File: src/rtl/seq_multiplier.sv
// seq_multiplier: iterative radix-2 Booth signed multiplier with overflow flag and one-cycle ready pulse
module seq_multiplier #(
  parameter int WIDTH = 32
) (
  input  logic             clk,
  input  logic             reset,
  input  logic             ctrl_MULT,
  input  logic [WIDTH-1:0] data_operandA,
  input  logic [WIDTH-1:0] data_operandB,
  output logic [WIDTH-1:0] data_result,
  output logic             data_exception,
  output logic             data_resultRDY,
  output logic             busy
);
  localparam int CW = $clog2(WIDTH);
  typedef enum logic [1:0] {IDLE, RUN, DONE} state_t;
  state_t state, state_nxt;
  logic [WIDTH-1:0] m;
  logic [2*WIDTH:0] p, p_nxt;
  logic [CW-1:0] cnt;
  logic [WIDTH:0] ext_u, ext_m, sum;
  logic last;
  always_ff @(posedge clk or negedge reset)
    if (!reset) state <= IDLE;
    else state <= state_nxt;
  always_comb begin
    last = cnt == CW'(WIDTH - 1);
    state_nxt = ctrl_MULT ? RUN : state == RUN ? (last ? DONE : RUN) : IDLE;
  end
  always_comb begin
    busy = state == RUN;
    data_resultRDY = state == DONE;
  end
  // Upper half is widened by one bit so subtracting the most negative multiplicand cannot wrap
  always_comb begin
    ext_u = {p[2*WIDTH], p[2*WIDTH:WIDTH+1]};
    ext_m = {m[WIDTH-1], m};
    sum = p[1:0] == 2'b01 ? ext_u + ext_m : p[1:0] == 2'b10 ? ext_u - ext_m : ext_u;
    p_nxt = {sum, p[WIDTH:1]};
  end
  always_ff @(posedge clk or negedge reset)
    if (!reset) begin
      m <= '0;
      p <= '0;
      cnt <= '0;
      data_result <= '0;
      data_exception <= 1'b0;
    end else if (ctrl_MULT) begin
      m <= data_operandA;
      p <= {{WIDTH{1'b0}}, data_operandB, 1'b0};
      cnt <= '0;
    end else if (state == RUN) begin
      p <= p_nxt;
      cnt <= cnt + CW'(1);
      if (last) begin
        data_result <= p_nxt[WIDTH:1];
        data_exception <= ~(&p_nxt[2*WIDTH:WIDTH] | ~|p_nxt[2*WIDTH:WIDTH]);
      end
    end
endmodule

File: config.mk
export PLATFORM = sky130hd
export DESIGN_NAME = seq_multiplier
export DESIGN_NICKNAME = d
export VERILOG_FILES = /design/src/rtl/seq_multiplier.sv
export SDC_FILE = /design/constraint.sdc
export NUM_CORES = 1
export LEC_CHECK = 0
export CORE_MARGIN = 5
export CORE_UTILIZATION = 40
export DETAILED_ROUTE_END_ITERATION = 8
export HOLD_SLACK_MARGIN = 0.05
export PLACE_DENSITY_LB_ADDON = 0.2
export SYNTH_ARGS = -nofsm -noshare
export SYNTH_HDL_FRONTEND = slang
export SYNTH_SLANG_ARGS = --single-unit
File: constraint.sdc
create_clock -name clk -period 9.15 [get_ports clk]
set_input_delay 0.915 -clock clk [delete_from_list [all_inputs] [get_ports clk]]
set_output_delay 0.915 -clock clk [all_outputs]
set_load 0.01 [all_outputs]
==> flow_results.org <==
** Worst setup path
- Maximum fanout along the worst path :: ~50
- For the worst setup path, the data required time is roughly 9.5 ns.
- CP startpoint kind :: flip-flop
- Start-to-end type of the worst setup path :: reg2reg
- Worst path arrival time :: roughly 4.8 ns
- The endpoint identified for the worst register-to-register timing path is data_exception.
- In this run the critical register-to-register path is launched from p[0].
- Measured in cells, the most critical reg-to-reg path has a length of 12.
- Capturing element type of the critical path :: flip-flop
- Across all register-to-register paths, the minimum setup slack is 4.64 ns.

** STA
- Setup repair after global routing missed its margin :: no
- Shortest period the worst path allows :: about 4.5 ns
- Timing would allow up to about 0.22 GHz.
- Least-Margin Pin Slew :: 1.158 ns
- After layout, the worst path uses 49.34% of the clock period.
- Setup total negative slack on the finished layout was measured at 0 ns.
- Max Transition Viols Final :: 0
- Setup violations remaining at the end of the flow were counted as 0.
- Headroom to the max-slew limit came out at ~22%.
- Largest clock skew in the final design :: 0.01361 ns
- The hold violation total from the final report is 0.

** Floorplan
- Die Y-Extent :: 173.0 um
- The die covers ~0.03 sq mm.
- In this run the horizontal extent of the chip is 173.0 um.
- After floorplanning, the core was sized to cover about 0.026 sq mm.
- For this design the top-level I/O count stands at slightly above 100.
- After floorplanning, the core was divided into 59 placement rows.
- The initial utilization of the core area, before any placement, comes to between 40% and 50%.

** Global route
- Global-route usage over all layers :: 21.89%
- Summed over all layers, the global routing overflow is 0.
- Pin count of the biggest net entering global routing :: between 80 and 90
- The first global-routing pass estimated 53.92 mm of wire.
- Antenna violations before repair :: 0
- Number of global-route vias before repair :: 9,895

** Finish
- 0 antenna diodes ended up in the layout.
- Area added between synthesis and finish :: 16.78%
- Number of nets in the final layout :: ~1,500
- Number of filler cells placed in the layout :: 2,561
- Of the cells placed in the final design, the portion with a size suffix greater than 1 is under 10%.
- Share of the core filled with cells :: between 40 and 50%
- Number of standard cells in the layout, taps in and fillers out :: roughly 1,700

** Routing
- Drt drc :: 0
- Via total after detailed routing :: 10,086
- Wires add up to 33.51 mm.
- Average via count per standard cell :: just over 6
- Number of optimization iterations in the first detailed-route pass :: 6
- For this block, the initial DRC count from the detailed router was about 960.
- Routed length per instance :: around 20 um
- The count of nets left with antenna violations once routing finished came out at 0.

** CTS
- The number of hold buffers added after CTS was 0.
- Total CTS buffers :: 17
- Clock transition at the registers of the reported paths :: ~0.07 ns
- Clock latency of the later-clocked register in the worst-skew pair :: between 0.4 and 0.5 ns
- Number of resized instances in the post-cts repair step :: 0
- Clock tree from TritonCTS :: done
- Sinks on the clock net :: between 100 and 150
- H-tree lvl count :: 4
- Root cell of the clock tree :: clkbuf_16
- Post-CTS timing repair inserted 0 buffers for setup.
- The longest clock path from root to sink contains 2 buffers.

** Synth
- Post-Synthesis Cells :: ~1,300
- The Yosys step of the flow raised 0 warnings.
- Sequential fraction of the synthesis area :: around a third
- After synthesis, the netlist uses 95 different library cells.
- Most used flip-flop cell after synthesis :: dfrtp_1
- Synthesized area :: 0.01062 sq mm
- In this run, synthesis inferred 0 flip-flops with an integrated enable.
- Async set or reset register ratio after synthesis :: 100.0%
- Net Count, Synth :: 1,412
- Number of register bits inferred by synthesis :: 137
- Average size of a mapped cell :: between 8 and 9 sq um

** Run
- Max-cap violations in this run came to 0.

** Placed design
- The congestion estimate from routability-driven global placement came to a little over 0.9.
- During placement, the flow inserted port buffers numbering just over 100.
- Cell count after placement :: ~1,600
- Detail Placement HPWL :: between 20 and 25 mm

** Worst hold path
- The min-delay analysis places its worst path in the category reg2reg.
- Counting instances, the worst hold path has a depth of 1.
- Worst Hold Path EP :: data_result[31]
- Hold path start :: data_result[31]

** Power and ir drop
- For this design the ratio of total power to cell area is roughly 200 mW/mm^2.
- The worst-case IR drop observed on VDD is between 0.1 and 0.15 mV.
- Post-route total power :: 0.002475 W
- Leakage :: roughly 5.3 nW

** Outcome
- Outcome :: finished clean
==> layout make-up <==
cell class | instances | area [sq um] | area share, %
timing repair buffer | 112 | 1092 | 8.804
tap | 335 | 419.2 | 3.378
sequential | 137 | 3430 | 27.64
inverter | 67 | 251.5 | 2.027
clock inverter | 15 | 195.2 | 1.573
multi-input combinational | 988 | 6594 | 53.15
clock buffer | 17 | 425.4 | 3.429
==> how the worst max path moves through the flow <==
| stage | startpoint | cells after the start | to |
|---|---|---|---|
| finish | p[0] | 12 | data_exception |
| global route | p[0] | 12 | data_exception |
| CTS | p[0] | 12 | data_exception |
| detailed placement | p[0] | 12 | data_exception |
| global placement | p[1] | 12 | data_exception |
| floorplan | m[0] | 13 | data_exception |
==> state kept, by name, indices dropped and copies added, names as in the netlist <==
register,cells
p,65
m,32
state,2
cnt,5
data_exception,1
data_result,32
==> logic make-up (layout without fill, tap and decap cells) <==
logic type / after synthesis / after routing / synth area share [%]
AOI/OAI and AO/OA: 421 / 421 / 27.36
xor gates and xnor gates: 4 / 4 / 0.3298
adders and majority gates: 69 / 69 / 8.268
buffers and inverters: 151 / 211 / 5.795
DFF: 137 / 137 / 32.27
muxes: 71 / 71 / 7.066
and+or+nand+nor: 423 / 423 / 18.91
==> critical path, stage by stage (launching register included) <==
cell	delay, ns
dfrtp_1	0.33
buf_4	0.47
clkinv_1	0.45
nor2_2	0.97
o2bb2ai_1	0.20
a22oi_1	0.12
nor4bb_1	0.29
nand4_1	0.16
nor4_1	0.35
nand4_1	0.15
or4_1	0.50
o41ai_1	0.31
nand2_1	0.09
==> power breakdown <==
group          internal [W]  switching, W
registers          0.000664     0.0000691
logic              0.000351      0.000640
clock network      0.000420      0.000331
total               0.00144       0.00104
==> per-stage QoR <==
step / setup slack (ns) / area [sq um] / hold slack (ns)
after global routing: 4.394 / 12410 / 0.5253
after CTS: 4.777 / 12410 / 0.5019
after global placement: 4.844 / 11790 / 0.4775
final: 4.636 / 12410 / 0.4981
after floorplan: 5.563 / 10620 / 0.4971
after detailed placement: 4.809 / 11790 / 0.4926
==> synth_stat cells, types with 16 or more instances <==
cell	count	share of area, %
a21oi_1	105	4.9
mux2i_1	39	3.7
a211oi_1	21	1.5
nor3_1	24	1.1
buf_2	18	0.85
mux2_2	32	3.4
inv_1	60	2.1
nand4_1	22	1.3
nor2b_1	16	0.94
nand2_1	142	5.0
a21o_1	19	1.3
nand3_1	21	0.99
nand2b_1	16	0.94
nor2_1	117	4.1
dfrtp_1	137	32
o21ai_0	101	4.8
clkbuf_1	55	1.9
ha_1	67	7.9
==> cell usage in the layout (no fill, tap or decap), drive strengths merged, types with 10 or more instances in the layout <==
cell             n
a211oi          23
a21o            19
a21oi          108
a31oi           16
and3            10
buf             13
clkbuf          17
clkdlybuf4s50   99
dfrtp          137
ha              67
inv             75
mux2            32
mux2i           39
nand2          142
nand2b          16
nand3           23
nand4           22
nor2           120
nor2b           18
nor3            24
nor4            14
o211ai          14
o21ai          106
==> metal layers <==
layer	wire, um	part of all wire, %	track usage (%)	vias up
li1	-	-	-	4766
met1	14650	44	29.51	4806
met2	14960	45	34.08	429
met3	2659	7.9	4.803	85
met4	1230	3.7	9.245	0
met5	0	0	0	-
Note: power is estimated with default switching activity, not from simulation.
